### config.mk
export PLATFORM = sky130hd
export DESIGN_NAME = periph_cmd_bridge_flat
export DESIGN_NICKNAME = d
export VERILOG_FILES = /design/src/rtl/periph_cmd_bridge_if.sv /design/src/rtl/periph_cmd_bridge.sv /design/src/flat_wrapper.sv
export SDC_FILE = /design/constraint.sdc
export NUM_CORES = 1
export LEC_CHECK = 0
export ABC_AREA = 1
export BUFFER_PORTS_ARGS = -buffer_cell sky130_fd_sc_hd__buf_4
export CORE_MARGIN = 1.5
export CORE_UTILIZATION = 61
export CTS_CLUSTER_DIAMETER = 100
export DETAILED_ROUTE_END_ITERATION = 10
export HOLD_SLACK_MARGIN = 0.06
export PLACE_DENSITY = 0.92
export SETUP_SLACK_MARGIN = 0.4
export SLEW_MARGIN = 20
export SYNTH_ARGS = -nofsm -noshare
export SYNTH_HDL_FRONTEND = slang
export SYNTH_SLANG_ARGS = --single-unit
### constraint.sdc
create_clock -name wb_clk_i -period 7.1 [get_ports wb_clk_i]
set_input_delay 1.42 -clock wb_clk_i [delete_from_list [all_inputs] [get_ports wb_clk_i]]
set_output_delay 1.42 -clock wb_clk_i [all_outputs]
set_load 0.02 [all_outputs]
### src/rtl/periph_cmd_bridge_if.sv
// periph_cmd_bridge_if: register-side and RoJoBot-side signals of the command bridge.
`timescale 1ns/1ps
interface periph_cmd_bridge_if;
    logic [31:0] cmd_reg_i;
    logic [31:0] sts_reg_o;
    logic        bot_req_o;
    logic [23:0] bot_cmd_o;
    logic        bot_ack_i;
    logic [7:0]  bot_rsp_i;
    logic        irq_o;
    modport slave (
        input  cmd_reg_i, bot_ack_i, bot_rsp_i,
        output sts_reg_o, bot_req_o, bot_cmd_o, irq_o
    );
    modport master (
        output cmd_reg_i, bot_ack_i, bot_rsp_i,
        input  sts_reg_o, bot_req_o, bot_cmd_o, irq_o
    );
endinterface

### src/rtl/periph_cmd_bridge.sv
// periph_cmd_bridge: queues toggle-posted register commands and issues them over req/ack with timeout.
// Optional completion interrupt enabled by defining PERIPH_CMD_IRQ_EN.
`timescale 1ns/1ps
module periph_cmd_bridge #(
    parameter int DEPTH   = 4,
    parameter int TIMEOUT = 1024
) (
    input logic wb_clk_i,
    input logic wb_rst_i,
    periph_cmd_bridge_if.slave bus
);
    localparam int AW = $clog2(DEPTH);
    localparam int LW = AW + 1;
    localparam logic [0:0] IDLE = 1'b0;
    localparam logic [0:0] REQ  = 1'b1;

    logic [0:0]    state;
    logic          seq_prev, seq_echo, ovf, tout, req;
    logic [AW-1:0] wr_ptr, rd_ptr;
    logic [LW-1:0] level;
    logic [7:0]    done_cnt, rsp;
    logic [15:0]   tcnt;
    logic [23:0]   cmd_q;
    logic [31:0]   sts;
    logic [23:0]   mem [DEPTH];
    logic          irq_pend;

    // full/empty come from the registered level, so a same-cycle pop never frees a slot for a push
    wire ev       = bus.cmd_reg_i[31] ^ seq_prev;
    wire clr      = ev & bus.cmd_reg_i[30];
    wire post     = ev & ~bus.cmd_reg_i[30];
    wire full     = level == LW'(DEPTH);
    wire empty    = level == '0;
    wire push     = post & ~full;
    wire drop     = post & full;
    wire pop      = state == IDLE & ~empty;
    wire ack_done = state == REQ & bus.bot_ack_i;
    wire to_hit   = state == REQ & ~bus.bot_ack_i & tcnt == 16'(TIMEOUT - 1);

    always_ff @(posedge wb_clk_i)
        if (push) mem[wr_ptr] <= bus.cmd_reg_i[23:0];

    always_ff @(posedge wb_clk_i or posedge wb_rst_i) begin
        if (wb_rst_i) begin
            state    <= IDLE;
            seq_prev <= 1'b0;
            seq_echo <= 1'b0;
            ovf      <= 1'b0;
            tout     <= 1'b0;
            req      <= 1'b0;
            wr_ptr   <= '0;
            rd_ptr   <= '0;
            level    <= '0;
            done_cnt <= '0;
            rsp      <= '0;
            tcnt     <= '0;
            cmd_q    <= '0;
            sts      <= '0;
        end else begin
            seq_prev <= bus.cmd_reg_i[31];
            seq_echo <= push ? bus.cmd_reg_i[31] : seq_echo;
            ovf      <= drop ? 1'b1 : clr ? 1'b0 : ovf;
            tout     <= to_hit ? 1'b1 : clr ? 1'b0 : tout;
            wr_ptr   <= push ? wr_ptr + AW'(1) : wr_ptr;
            rd_ptr   <= pop ? rd_ptr + AW'(1) : rd_ptr;
            level    <= level + LW'(push) - LW'(pop);
            done_cnt <= ack_done ? done_cnt + 8'd1 : done_cnt;
            rsp      <= ack_done ? bus.bot_rsp_i : rsp;
            cmd_q    <= pop ? mem[rd_ptr] : cmd_q;
            req      <= pop ? 1'b1 : (ack_done | to_hit) ? 1'b0 : req;
            tcnt     <= pop ? 16'd0 : state == REQ ? tcnt + 16'd1 : tcnt;
            state    <= pop ? REQ : (ack_done | to_hit) ? IDLE : state;
            sts      <= {seq_echo, state == REQ, full, empty, ovf, tout, irq_pend, 1'b0,
                         done_cnt, 8'(level), rsp};
        end
    end

`ifdef PERIPH_CMD_IRQ_EN
    logic irq;
    always_ff @(posedge wb_clk_i or posedge wb_rst_i) begin
        if (wb_rst_i) begin
            irq      <= 1'b0;
            irq_pend <= 1'b0;
        end else begin
            irq      <= ack_done;
            irq_pend <= ack_done ? 1'b1 : clr ? 1'b0 : irq_pend;
        end
    end
    assign bus.irq_o = irq;
`else
    assign irq_pend  = 1'b0;
    assign bus.irq_o = 1'b0;
`endif

    assign bus.bot_req_o = req;
    assign bus.bot_cmd_o = cmd_q;
    assign bus.sts_reg_o = sts;
endmodule

### src/flat_wrapper.sv
// flat-port wrapper written by rule: the top's interface ports become plain ports
module periph_cmd_bridge_flat 
#(
    parameter int DEPTH   = 4,
    parameter int TIMEOUT = 1024
)
  (wb_clk_i, wb_rst_i, bus_cmd_reg_i, bus_bot_ack_i, bus_bot_rsp_i, bus_sts_reg_o, bus_bot_req_o, bus_bot_cmd_o, bus_irq_o);
  periph_cmd_bridge_if bus_i ();
  input logic wb_clk_i;
  input logic wb_rst_i;
  input wire logic [$bits(bus_i.cmd_reg_i)-1:0] bus_cmd_reg_i;
  input wire logic [$bits(bus_i.bot_ack_i)-1:0] bus_bot_ack_i;
  input wire logic [$bits(bus_i.bot_rsp_i)-1:0] bus_bot_rsp_i;
  output wire logic [$bits(bus_i.sts_reg_o)-1:0] bus_sts_reg_o;
  output wire logic [$bits(bus_i.bot_req_o)-1:0] bus_bot_req_o;
  output wire logic [$bits(bus_i.bot_cmd_o)-1:0] bus_bot_cmd_o;
  output wire logic [$bits(bus_i.irq_o)-1:0] bus_irq_o;
  assign bus_i.cmd_reg_i = bus_cmd_reg_i;
  assign bus_i.bot_ack_i = bus_bot_ack_i;
  assign bus_i.bot_rsp_i = bus_bot_rsp_i;
  assign bus_sts_reg_o = bus_i.sts_reg_o;
  assign bus_bot_req_o = bus_i.bot_req_o;
  assign bus_bot_cmd_o = bus_i.bot_cmd_o;
  assign bus_irq_o = bus_i.irq_o;
  periph_cmd_bridge #(.DEPTH(DEPTH), .TIMEOUT(TIMEOUT)) u_core (.wb_clk_i(wb_clk_i), .wb_rst_i(wb_rst_i), .bus(bus_i));
endmodule
**Word level (Yosys, flattened, before mapping)**

Memories as Yosys holds them, arrays and structs flattened. A register that Yosys moved wholly into a read port is not among the register bits.
Cells that the tools add are included.

- Add/subtract/negate cells: 6
- Eq/ne operators: 2
- Muxes and demuxes: 9
- Bitwise gates (word level): 15
- Reductions and logical operators: 5

Operators with widths:

| kind | number |
|---|---|
| two-way mux 16 bit | 2 |
| adder 16 x 1 -> 16 bit (second input constant) | 1 |
| equality test 16 x 10 -> 1 bit (second input constant) | 1 |
| adder 8 x 1 -> 8 bit (second input constant) | 1 |
| AND 1 bit | 8 |
| nonzero test 2 bit | 4 |
| two-way mux 1 bit | 7 |
| inverter 1 bit | 5 |
| adder 2 x 1 -> 2 bit (second input constant) | 2 |
| adder 3 x 1 -> 3 bit | 1 |
| equality test 3 bit (second input constant) | 1 |
| logical NOT 3 bit | 1 |
| subtractor 3 x 1 -> 3 bit | 1 |
| OR 1 bit | 1 |
| XOR 1 bit | 1 |

- Bits in registers: 69
- RAM bits: 96
- Input port bits: 43
- Output and inout port bits: 58
- Logic and storage cells: 50
- Memories: 1

Memories:

| name | words | bits a word | read ports | clocked after Yosys merged registers in | write ports | RTL line | RTL |
|---|---|---|---|---|---|---|---|
| u_core.mem | 4 | 24 | 1 | 1 | 1 | periph_cmd_bridge.sv:25 | `logic [23:0] mem [DEPTH];` |

**Logic depth before layout (Yosys ltp)**

Gate-level depths: netlist of the first run.

- Word-level depth: 6
- Gate-level depth with buffers: 10
- Depth with buffers taken out: 9

**Worst setup path before layout of the first run**

No wires, ideal clock.

- Path type: input to register
- Start point: input bus_cmd_reg_i[31]
- End point: memory u_core.mem[0][0], enable pin
- Data arrival time: 2.833 ns
- Data required time: 6.695 ns
- Slack: 3.862 ns
- Stages: 3
- Buffers on the path: 0
- Cell sequence: xor2_2 -> nand3_2 -> nor2_1

- Word-level cells in the longest chain between the ends: 5

Ends and longest elaborated chain:

| element | RTL line | RTL |
|---|---|---|
| start, declared | flat_wrapper.sv:11 | `input wire logic [$bits(bus_i.cmd_reg_i)-1:0] bus_cmd_reg_i;` |
| XOR 1 bit | periph_cmd_bridge.sv:29 | `wire ev = bus.cmd_reg_i[31] ^ seq_prev;` |
| AND 1 bit | periph_cmd_bridge.sv:31 | `wire post = ev & ~bus.cmd_reg_i[30];` |
| AND 1 bit | periph_cmd_bridge.sv:34 | `wire push = post & ~full;` |
| two-way mux 1 bit | periph_cmd_bridge.sv:41 | `if (push) mem[wr_ptr] <= bus.cmd_reg_i[23:0];` |
| two-way mux 1 bit (implied by the code) | periph_cmd_bridge.sv:41 |  |
| end, declared | periph_cmd_bridge.sv:25 |  |

No other way between the ends.

==> out/results.tsv, run 1 <==
stage	metric	value	unit
global_route	largest net degree at the start of global routing	62	
floorplanning	die footprint	0.0127	mm²
finish	Multi-input gate area	0.00181	mm²
timing	period utilization	35.7	%
placed_design	DP Area	0.00806	mm²
routing	initial DRC count	351	
finish	Final nets	746	
timing	Hold Vio Cnt, Final	0	
timing	setup_tns	0	ps
routing	# DRC	0	
placed_design	GPL Wtd Cong	0.782	
floorplanning	Core Footprint	0.0116	mm²
global_route	initial antenna violation count	0	
power	P_leak	3.61	nW
placed_design	DP Cell Count	818	
critical_path	Worst path slowest cell	dfrtp_1	
routing	antenna viol nets, final	0	
global_route	GRT Total Usage	23.2	%
critical_path	Worst Setup EP	bus_bot_req_o	
timing	Final Max Tran Viols	0	
clock_network	clock sinks	189	
outcome	status	finished, final reports clean	
clock_network	post-CTS setup buffer count	0	
clock_network	CTS max path bufs	2	
yosys	Netlist cell types	36	
routing	total wire length	13800	µm
routing	Via-to-Cell Ratio	5.51	
critical_path	critical path class	reg2out	
floorplanning	Top-Level Pins	101	
finish	FILL cells	747	
global_route	first-pass GRT wire length	22300	µm
finish	FF+latch area	0.00521	mm²
routing	WL per Instance	16.2	µm
yosys	yosys warns	0	
floorplanning	DIE WIDTH	113	µm
critical_path	Worst Path Max Fanout	7	
critical_path	crit end category	output port	
critical_path	cell family with most CP delay	flip-flops	
clock_network	Inserted Clock Buffers	17	
finish	most common cell after layout, fill and taps aside	nor2_1	
power	worst vdd ir	0.325	mV
critical_path	worst reg2reg path startpoint	u_core.level[1]	
clock_network	Clock Tree Root	clkbuf_16	
critical_path	Critical Path AT	1120	ps
run	Max Cap Viol	0	
finish	area growth from synthesis to layout	16.6	%
worst_hold_path	min-delay src	u_core.rsp[3]	
clock_network	CTS resizes	0	
floorplanning	initial core utilization	63.4	%
yosys	Syn Area/Cell	12.1	µm²
routing	TritonRoute pass-1 iters	5	
timing	worst hold slack	370	ps
critical_path	R2R Setup Slk	4740	ps
critical_path	CP startpoint kind	flop	
timing	Final Setup Violations	0	
timing	relative slew slack	27.4	%
critical_path	CP Buf/Inv Count	1	
yosys	Syn Inst Count	607	
clock_network	CTS tree	yes	
clock_network	htree depth	4	
critical_path	Reg2Reg Depth	9	
power	Final Total Pwr	3.64	mW
critical_path	critical path's largest stage delay	490	ps
placed_design	number of port buffers	86	
global_route	GRT Residual Overflow	0	
timing	post-route setup slack	4560	ps
routing	via count	4680	
timing	Achievable Freq	394	MHz
global_route	vias in the first global route	4718	
timing	Slew @ Worst Pin	1090	ps
timing	Final min period	2540	ps
timing	Final Skew	8.91	ps
finish	share of layout cells above drive strength 1	22.1	%
placed_design	dpl ws	4210	ps
yosys	synthesis-stage register bit count	189	
floorplanning	Cell Rows	39	
critical_path	worst path required time	5680	ps
yosys	Seq/Total Area, Yosys	70.7	%
critical_path	Critical R2R Capture	u_core.level[2]	
finish	post-route insts no fill	850	
clock_network	Reg clk slew, reported paths	70	ps
floorplanning	chip height	113	µm
finish	most frequent cells in the layout	136 x nor2_1, 96 x edfxtp_1, 93 x dfrtp_1, 92 x buf_4, 54 x o21ai_0	
critical_path	critical path cell sequence	buf_4	
yosys	post-synthesis cell area	0.00737	mm²
critical_path	Worst path depth	1	
placed_design	post-DP HPWL	8310	µm
clock_network	hold_buf cts	0	
power	PD cells	424	mW/mm²
clock_network	worst skew pair latency	430	ps
finish	ant diodes	0	
finish	final instance area	0.00859	mm²
critical_path	Worst setup startpoint	u_core.state	
timing	RSZ-0062 raised after global routing	no	
worst_hold_path	Hold Path Class	reg2reg	
finish	Final Core Density	74.0	%
[how the worst min path moves through the flow]
stage / end / cells past startpoint
final: u_core.bus.sts_reg_o[3] / 0
after global routing: u_core.bus.sts_reg_o[3] / 0
after CTS: u_core.bus.sts_reg_o[3] / 0
after detailed placement: u_core.bus.sts_reg_o[0] / 0
after global placement: u_core.bus.sts_reg_o[5] / 0
after floorplan: u_core.bus.sts_reg_o[0] / 0
[cell type report]
type                            instances  share of cell area (%)
Clock buffer                           20                    5.20
Clock inverter                         12                    1.02
Inverter                               44                    1.98
Multi-Input combinational cell        350                    21.0
Sequential cell                       189                    60.7
Tap cell                              143                    2.08
Timing Repair Buffer                   92                    8.04
[cell families (layout without fill, tap and decap cells)]
family	count (synthesis)	in the layout	synth area share, %
AO/OA/AOI/OAI	88	88	6.39
XOR/XNOR	12	12	1.53
adder cells (fa/ha/maj)	9	9	1.63
buffers and inverters	75	168	5.25
flip-flops	189	189	70.7
multiplexers	9	9	1.38
other	1	8	0.0509
AND/OR/NAND/NOR	224	224	13.0
[state kept, by name, indices dropped and copies added (netlist names)]
register,count
u_core.done_cnt,8
u_core.ovf,1
u_core.rsp,8
u_core.tout,1
u_core.bus.sts_reg_o,25
u_core.bus.bot_cmd_o,24
u_core.seq_prev,1
u_core.wr_ptr,2
u_core.tcnt,16
u_core.state,1
u_core.mem,96
u_core.level,3
u_core.seq_echo,1
u_core.rd_ptr,2
[synth_stat cells (all sizes together)]
master / instances / area (µm²)
a21oi: 5 / 25.0
a31oi: 24 / 150
and2b: 1 / 7.51
buf: 26 / 190
clkbuf: 5 / 28.8
conb: 1 / 3.75
dfrtp: 93 / 2330
edfxtp: 96 / 2880
fa: 1 / 20.0
ha: 8 / 100
inv: 44 / 168
mux2: 9 / 101
nand2: 54 / 220
nand3: 17 / 103
nand4: 2 / 12.5
nor2: 145 / 581
nor3: 4 / 25.0
nor3b: 1 / 12.5
o21ai: 59 / 295
xnor2: 3 / 26.3
xor2: 9 / 86.3
[report_power, final]
| part | total [mW] | internal [mW] | leakage, nW | switching, mW |
|---|---|---|---|---|
| Sequential | 1.62 | 1.44 | 1.99 | 0.176 |
| Combinational | 1.17 | 0.439 | 1.36 | 0.728 |
| Clock | 0.861 | 0.460 | 0.262 | 0.401 |
| Total | 3.64 | 2.34 | 3.61 | 1.30 |
[per-layer routing]
layer	wire length [µm]	share of wire [%]	GRT usage, %	vias to the layer above
met5	0	0	0	-
met3	919	6.7	6.75	40
met1	5440	39	27.2	2279
met4	356	2.6	10.3	0
li1	-	-	-	2188
met2	7080	51	40.1	173
Note: power is estimated with default switching activity, not from simulation.
==> run 2, diff against run 1 <==
--- a/config.mk
+++ b/config.mk
@@ -8,11 +8,11 @@
 export ABC_AREA = 1
 export BUFFER_PORTS_ARGS = -buffer_cell sky130_fd_sc_hd__buf_4
 export CORE_MARGIN = 1.5
-export CORE_UTILIZATION = 61
+export CORE_UTILIZATION = 51
 export CTS_CLUSTER_DIAMETER = 100
 export DETAILED_ROUTE_END_ITERATION = 10
 export HOLD_SLACK_MARGIN = 0.06
-export PLACE_DENSITY = 0.92
+export PLACE_DENSITY = 0.83
 export SETUP_SLACK_MARGIN = 0.4
 export SLEW_MARGIN = 20
 export SYNTH_ARGS = -nofsm -noshare
==> constraint.sdc (replaced) <==
create_clock -name wb_clk_i -period 2.3 [get_ports wb_clk_i]
set_input_delay 0.46 -clock wb_clk_i [delete_from_list [all_inputs] [get_ports wb_clk_i]]
set_output_delay 0.46 -clock wb_clk_i [all_outputs]
set_load 0.02 [all_outputs]
==> run 2 against run 1 <==
Against the previous run: utilization decreased by 11 points; total power rose to 3.2 times the previous value; largest cell class unchanged; first-iteration DRC count is 21% higher; non-clock buffer count rose by 7; critical path depth rose by 8; sequential power grew to 3.0 times the previous value.
==> out/results.tsv, run 2 (synthesis results as in run 1) <==
stage	metric	value	unit
critical_path	Critical R2R Capture	u_core.level[2]	
finish	share of layout cells above drive strength 1	23.4	%
timing	Slew @ Worst Pin	751	ps
critical_path	R2R Setup Slk	450	ps
floorplanning	die footprint	0.0152	mm²
placed_design	dpl ws	340	ps
critical_path	critical path class	reg2reg	
critical_path	Reg2Reg Depth	9	
clock_network	Reg clk slew, reported paths	70	ps
finish	max FFs per register	96	
clock_network	Inserted Clock Buffers	17	
timing	Hold Vio Cnt, Final	0	
power	worst vdd ir	0.771	mV
critical_path	worst path required time	2610	ps
finish	Final Core Density	63.0	%
clock_network	Clock Tree Root	clkbuf_16	
routing	WL per Instance	16.1	µm
routing	total wire length	14400	µm
power	P_leak	3.66	nW
floorplanning	Top-Level Pins	101	
timing	Final Skew	12.0	ps
finish	FILL cells	1041	
timing	Achievable Freq	540	MHz
placed_design	number of port buffers	86	
floorplanning	Cell Rows	43	
routing	initial DRC count	424	
clock_network	clock sinks	189	
clock_network	htree depth	4	
timing	relative slew slack	49.8	%
placed_design	post-DP HPWL	8710	µm
critical_path	Worst setup startpoint	u_core.level[1]	
global_route	vias in the first global route	4935	
placed_design	GPL Wtd Cong	0.759	
timing	period utilization	80.5	%
finish	area growth from synthesis to layout	19.7	%
clock_network	worst skew pair latency	430	ps
global_route	GRT Residual Overflow	0	
finish	Final nets	753	
routing	# DRC	0	
critical_path	Critical Path AT	2160	ps
finish	ant diodes	0	
finish	most frequent cells in the layout	136 x nor2_1, 96 x edfxtp_1, 94 x buf_4, 90 x dfrtp_1, 54 x o21ai_0	
routing	TritonRoute pass-1 iters	5	
critical_path	worst reg2reg path startpoint	u_core.level[1]	
clock_network	CTS max path bufs	2	
floorplanning	initial core utilization	52.7	%
power	Final Total Pwr	11.6	mW
worst_hold_path	Hold Path Class	in2async	
finish	most common cell after layout, fill and taps aside	nor2_1	
timing	RSZ-0062 raised after global routing	no	
clock_network	hold_buf cts	0	
routing	via count	4753	
timing	Final Max Tran Viols	0	
routing	antenna viol nets, final	0	
finish	Reg with most FFs	u_core.mem	
timing	setup_tns	0	ps
power	PD cells	1310	mW/mm²
global_route	first-pass GRT wire length	23300	µm
critical_path	CP startpoint kind	flop	
critical_path	crit end category	flop	
timing	Final min period	1850	ps
routing	Via-to-Cell Ratio	5.32	
timing	Final Setup Violations	0	
global_route	GRT Total Usage	20.5	%
timing	post-route setup slack	449	ps
global_route	initial antenna violation count	0	
floorplanning	chip height	123	µm
critical_path	Worst Path Max Fanout	4	
floorplanning	DIE WIDTH	123	µm
run	Max Cap Viol	0	
global_route	largest net degree at the start of global routing	62	
floorplanning	Core Footprint	0.0140	mm²
clock_network	CTS tree	yes	
outcome	status	finished, final reports clean	
==> run 2: final cells by class <==
class | instances | area (µm²) | share of cell area [%]
multi-input combinational | 350 | 1850 | 21.0
clock inverter | 12 | 92.6 | 1.05
clock buffer | 20 | 457 | 5.18
inverter | 44 | 171 | 1.94
tap | 180 | 225 | 2.55
timing repair buffer | 99 | 806 | 9.14
sequential | 189 | 5210 | 59.1
==> run 2: critical path, cell delays in order, from the launching register on <==
cell	delay (ps)
dfrtp_2	440
nor2_4	170
nand2_4	90
nand2_8	80
inv_4	40
ha_4	250
inv_2	30
ha_4	140
fa_2	340
xor2_1	140
==> run 2: worst max-delay path by stage <==
stage,to,slack [ps],cells past startpoint
global route,u_core.level[2],390,9
floorplan,u_core.mem[0][0],20,3
finish,u_core.level[2],450,9
CTS,u_core.level[2],450,9
global placement,u_core.level[2],410,9
detailed placement,u_core.level[2],340,9
==> run 2: where the power goes <==
part / total, mW / internal (mW) / leakage (nW) / switching, mW
combinational: 3.95 / 1.49 / 1.41 / 2.46
sequential: 4.91 / 4.45 / 1.98 / 0.455
clock: 2.71 / 1.53 / 0.267 / 1.18
==> run 2: timing repair <==
item | CTS | global route
setup endpoints to repair | 2 | 1
endpoints found under the hold margin | 0 | 0
setup buffers | 2 | 2
pin swaps | 1 | 1
gates resized for setup | 3 | 1
==> run 2: per-stage QoR <==
step,instance area (µm²),hold WS [ps],instances
final,8820,115,894
after floorplan,7420,349,614
after global placement,8220,354,858
after CTS,8800,143,892
after global routing,8820,159,894
after detailed placement,8220,367,858
==> run 2: routing by layer <==
metal / global-route usage [%] / vias up / part of all wire [%]
li1: - / 2208 / -
met1: 24.3 / 2335 / 39
met2: 35.7 / 187 / 52
met3: 4.94 / 23 / 7.2
met4: 8.76 / 0 / 1.9
met5: 0 / - / 0
==> run 3, diff against run 2 <==
==> constraint.sdc (replaced) <==
create_clock -name wb_clk_i -period 1.53 [get_ports wb_clk_i]
set_input_delay 0.306 -clock wb_clk_i [delete_from_list [all_inputs] [get_ports wb_clk_i]]
set_output_delay 0.306 -clock wb_clk_i [all_outputs]
set_load 0.02 [all_outputs]
==> run 3 against run 2 <==
Against the previous run: wire length increased by 37%; global-route usage increased by 4.9 points; cell count increased by 10%; worst setup slack got worse by 770 ps; clock skew decreased by 0.90 ps; cell area increased by 21%; critical path type unchanged; largest power group is now combinational logic; the flow now finishes with violations (negative setup slack); highest routed layer unchanged; sequential power increased by 54%.
==> out/results.tsv, run 3 (synthesis results as in run 1) <==
stage	metric	value	unit
outcome	status	finished, violations left	
outcome	failing checks	negative setup slack	
power	Seq pwr share	33.8	%
timing	Slew @ Worst Pin	519	ps
timing	Final Skew	11.1	ps
critical_path	worst reg2reg path startpoint	u_core.level[0]	
placed_design	GPL Wtd Cong	0.758	
critical_path	worst path required time	1840	ps
placed_design	post-DP HPWL	9000	µm
finish	share of layout cells above drive strength 1	39.8	%
finish	Final Core Density	76.4	%
placed_design	dpl ws	-262	ps
floorplanning	chip height	123	µm
power	switching share of power	36.6	%
floorplanning	Cell Rows	43	
finish	area growth from synthesis to layout	45.2	%
routing	WL per Instance	20.0	µm
critical_path	Critical Path AT	2160	ps
power	Final Total Pwr	22.4	mW
timing	Final Setup Violations	122	
clock_network	htree depth	4	
run	Max Cap Viol	0	
routing	Via-to-Cell Ratio	5.46	
finish	max FFs per register	96	
clock_network	Clock Tree Root	clkbuf_16	
worst_hold_path	hold path cells	1	
finish	ant diodes	0	
critical_path	CP startpoint kind	flop	
clock_network	Inserted Clock Buffers	17	
power	Sw Pwr	8.21	mW
power	power share of the combinational group	46.6	%
routing	total wire length	19700	µm
power	worst vdd ir	1.51	mV
power	P_leak	4.45	nW
floorplanning	die footprint	0.0152	mm²
routing	# DRC	0	
power	Pint	14.2	mW
timing	RSZ-0062 raised after global routing	yes	
floorplanning	Top-Level Pins	101	
critical_path	crit end category	flop	
critical_path	R2R Setup Slk	-320	ps
critical_path	critical path class	reg2reg	
routing	antenna viol nets, final	0	
critical_path	Worst Path Max Fanout	2	
clock_network	Reg clk slew, reported paths	80	ps
global_route	first-pass GRT wire length	27900	µm
finish	Reg with most FFs	u_core.mem	
routing	initial DRC count	353	
critical_path	Critical R2R Capture	u_core.level[2]	
clock_network	worst skew pair latency	440	ps
global_route	largest net degree at the start of global routing	94	
critical_path	Reg2Reg Depth	9	
timing	Final min period	1850	ps
timing	period utilization	121	%
global_route	initial antenna violation count	0	
floorplanning	initial core utilization	52.7	%
timing	relative slew slack	65.4	%
global_route	vias in the first global route	5477	
timing	Achievable Freq	542	MHz
finish	most common cell after layout, fill and taps aside	nor2_1	
global_route	GRT Total Usage	25.4	%
clock_network	CTS max path bufs	2	
worst_hold_path	Hold Path Class	in2reg	
floorplanning	Core Footprint	0.0140	mm²
routing	via count	5377	
finish	most frequent cells in the layout	119 x nor2_1, 96 x edfxtp_1, 89 x dfrtp_1, 83 x buf_4, 72 x buf_6	
critical_path	Worst Setup EP	u_core.level[2]	
global_route	GRT Residual Overflow	0	
timing	Final Max Tran Viols	0	
power	PD cells	2100	mW/mm²
placed_design	number of port buffers	86	
finish	Final nets	844	
routing	TritonRoute pass-1 iters	5	
timing	post-route setup slack	-317	ps
timing	Hold Vio Cnt, Final	0	
clock_network	clock sinks	189	
power	clock network power share	19.7	%
floorplanning	DIE WIDTH	123	µm
clock_network	CTS tree	yes	
critical_path	Worst setup startpoint	u_core.level[0]	
-- run 3: worst max-delay path: stages, from the launching register on --
cell and delay (ps):
dfrtp_1 420, nor2_4 160, nand2_2 90, nand2_4 70, inv_4 40, ha_4 260, inv_2 40, ha_4 150
fa_2 330, xor2_1 150
-- run 3: repair_timing --
| action | 4_1_cts | 5_1_grt |
|---|---|---|
| gates resized for setup | 148 | 67 |
| pin swaps | 21 | 17 |
| endpoints found under the hold margin | 116 | 4 |
| setup endpoints to repair | 211 | 213 |
| hold buffers | 8 | 1 |
| cloned | 9 | 3 |
| setup buffers | 34 | 26 |
-- run 3: how the worst min path moves through the flow --
| stage | start | to | slack (ps) |
|---|---|---|---|
| global route | bus_cmd_reg_i[22] | u_core.mem[2][22] | 60 |
| detailed placement | u_core.rsp[3] | u_core.bus.sts_reg_o[3] | 360 |
| CTS | bus_cmd_reg_i[12] | u_core.mem[1][12] | 60 |
| finish | bus_cmd_reg_i[22] | u_core.mem[2][22] | 70 |
| floorplan | bus_cmd_reg_i[31] | u_core.seq_prev | 340 |
| global placement | u_core.rsp[0] | u_core.bus.sts_reg_o[0] | 350 |
-- run 3: final cells by class --
class | count | area [µm²]
fill | 809 | 3300
clock buffer | 17 | 425
timing repair buffer | 189 | 2100
inverter | 44 | 179
multi-input combinational | 351 | 2380
tap | 180 | 225
sequential | 189 | 5220
clock inverter | 15 | 161
-- run 3: layer usage --
metal / vias up / part of all wire [%] / track usage, %
met2: 237 / 57 / 46.5
met1: 2708 / 35 / 28.4
li1: 2388 / - / -
met5: - / 0 / 0
met4: 0 / 2.6 / 10.7
met3: 44 / 5.7 / 5.86
-- run 3: power by group through the flow --
stage | Combinational (mW) | Sequential [mW] | Clock, mW
final | 10.5 | 7.58 | 4.42
after global routing | 11.1 | 7.67 | 4.66
after CTS | 8.99 | 7.53 | 4.42
after detailed placement | 6.10 | 7.46 | 0
after global placement | 5.87 | 7.38 | 0
after floorplan | 3.27 | 8.09 | 0
-- run 3: through the flow --
stage	cells	TNS (ps)	cell area, µm²	hold slack [ps]
after floorplan	614	-7940	7480	337
after global placement	872	-2000	8380	353
after detailed placement	872	-7450	8380	360
after CTS	955	-16400	10100	62.1
after global routing	985	-25920	10700	60.1
final	985	-21430	10700	66.3
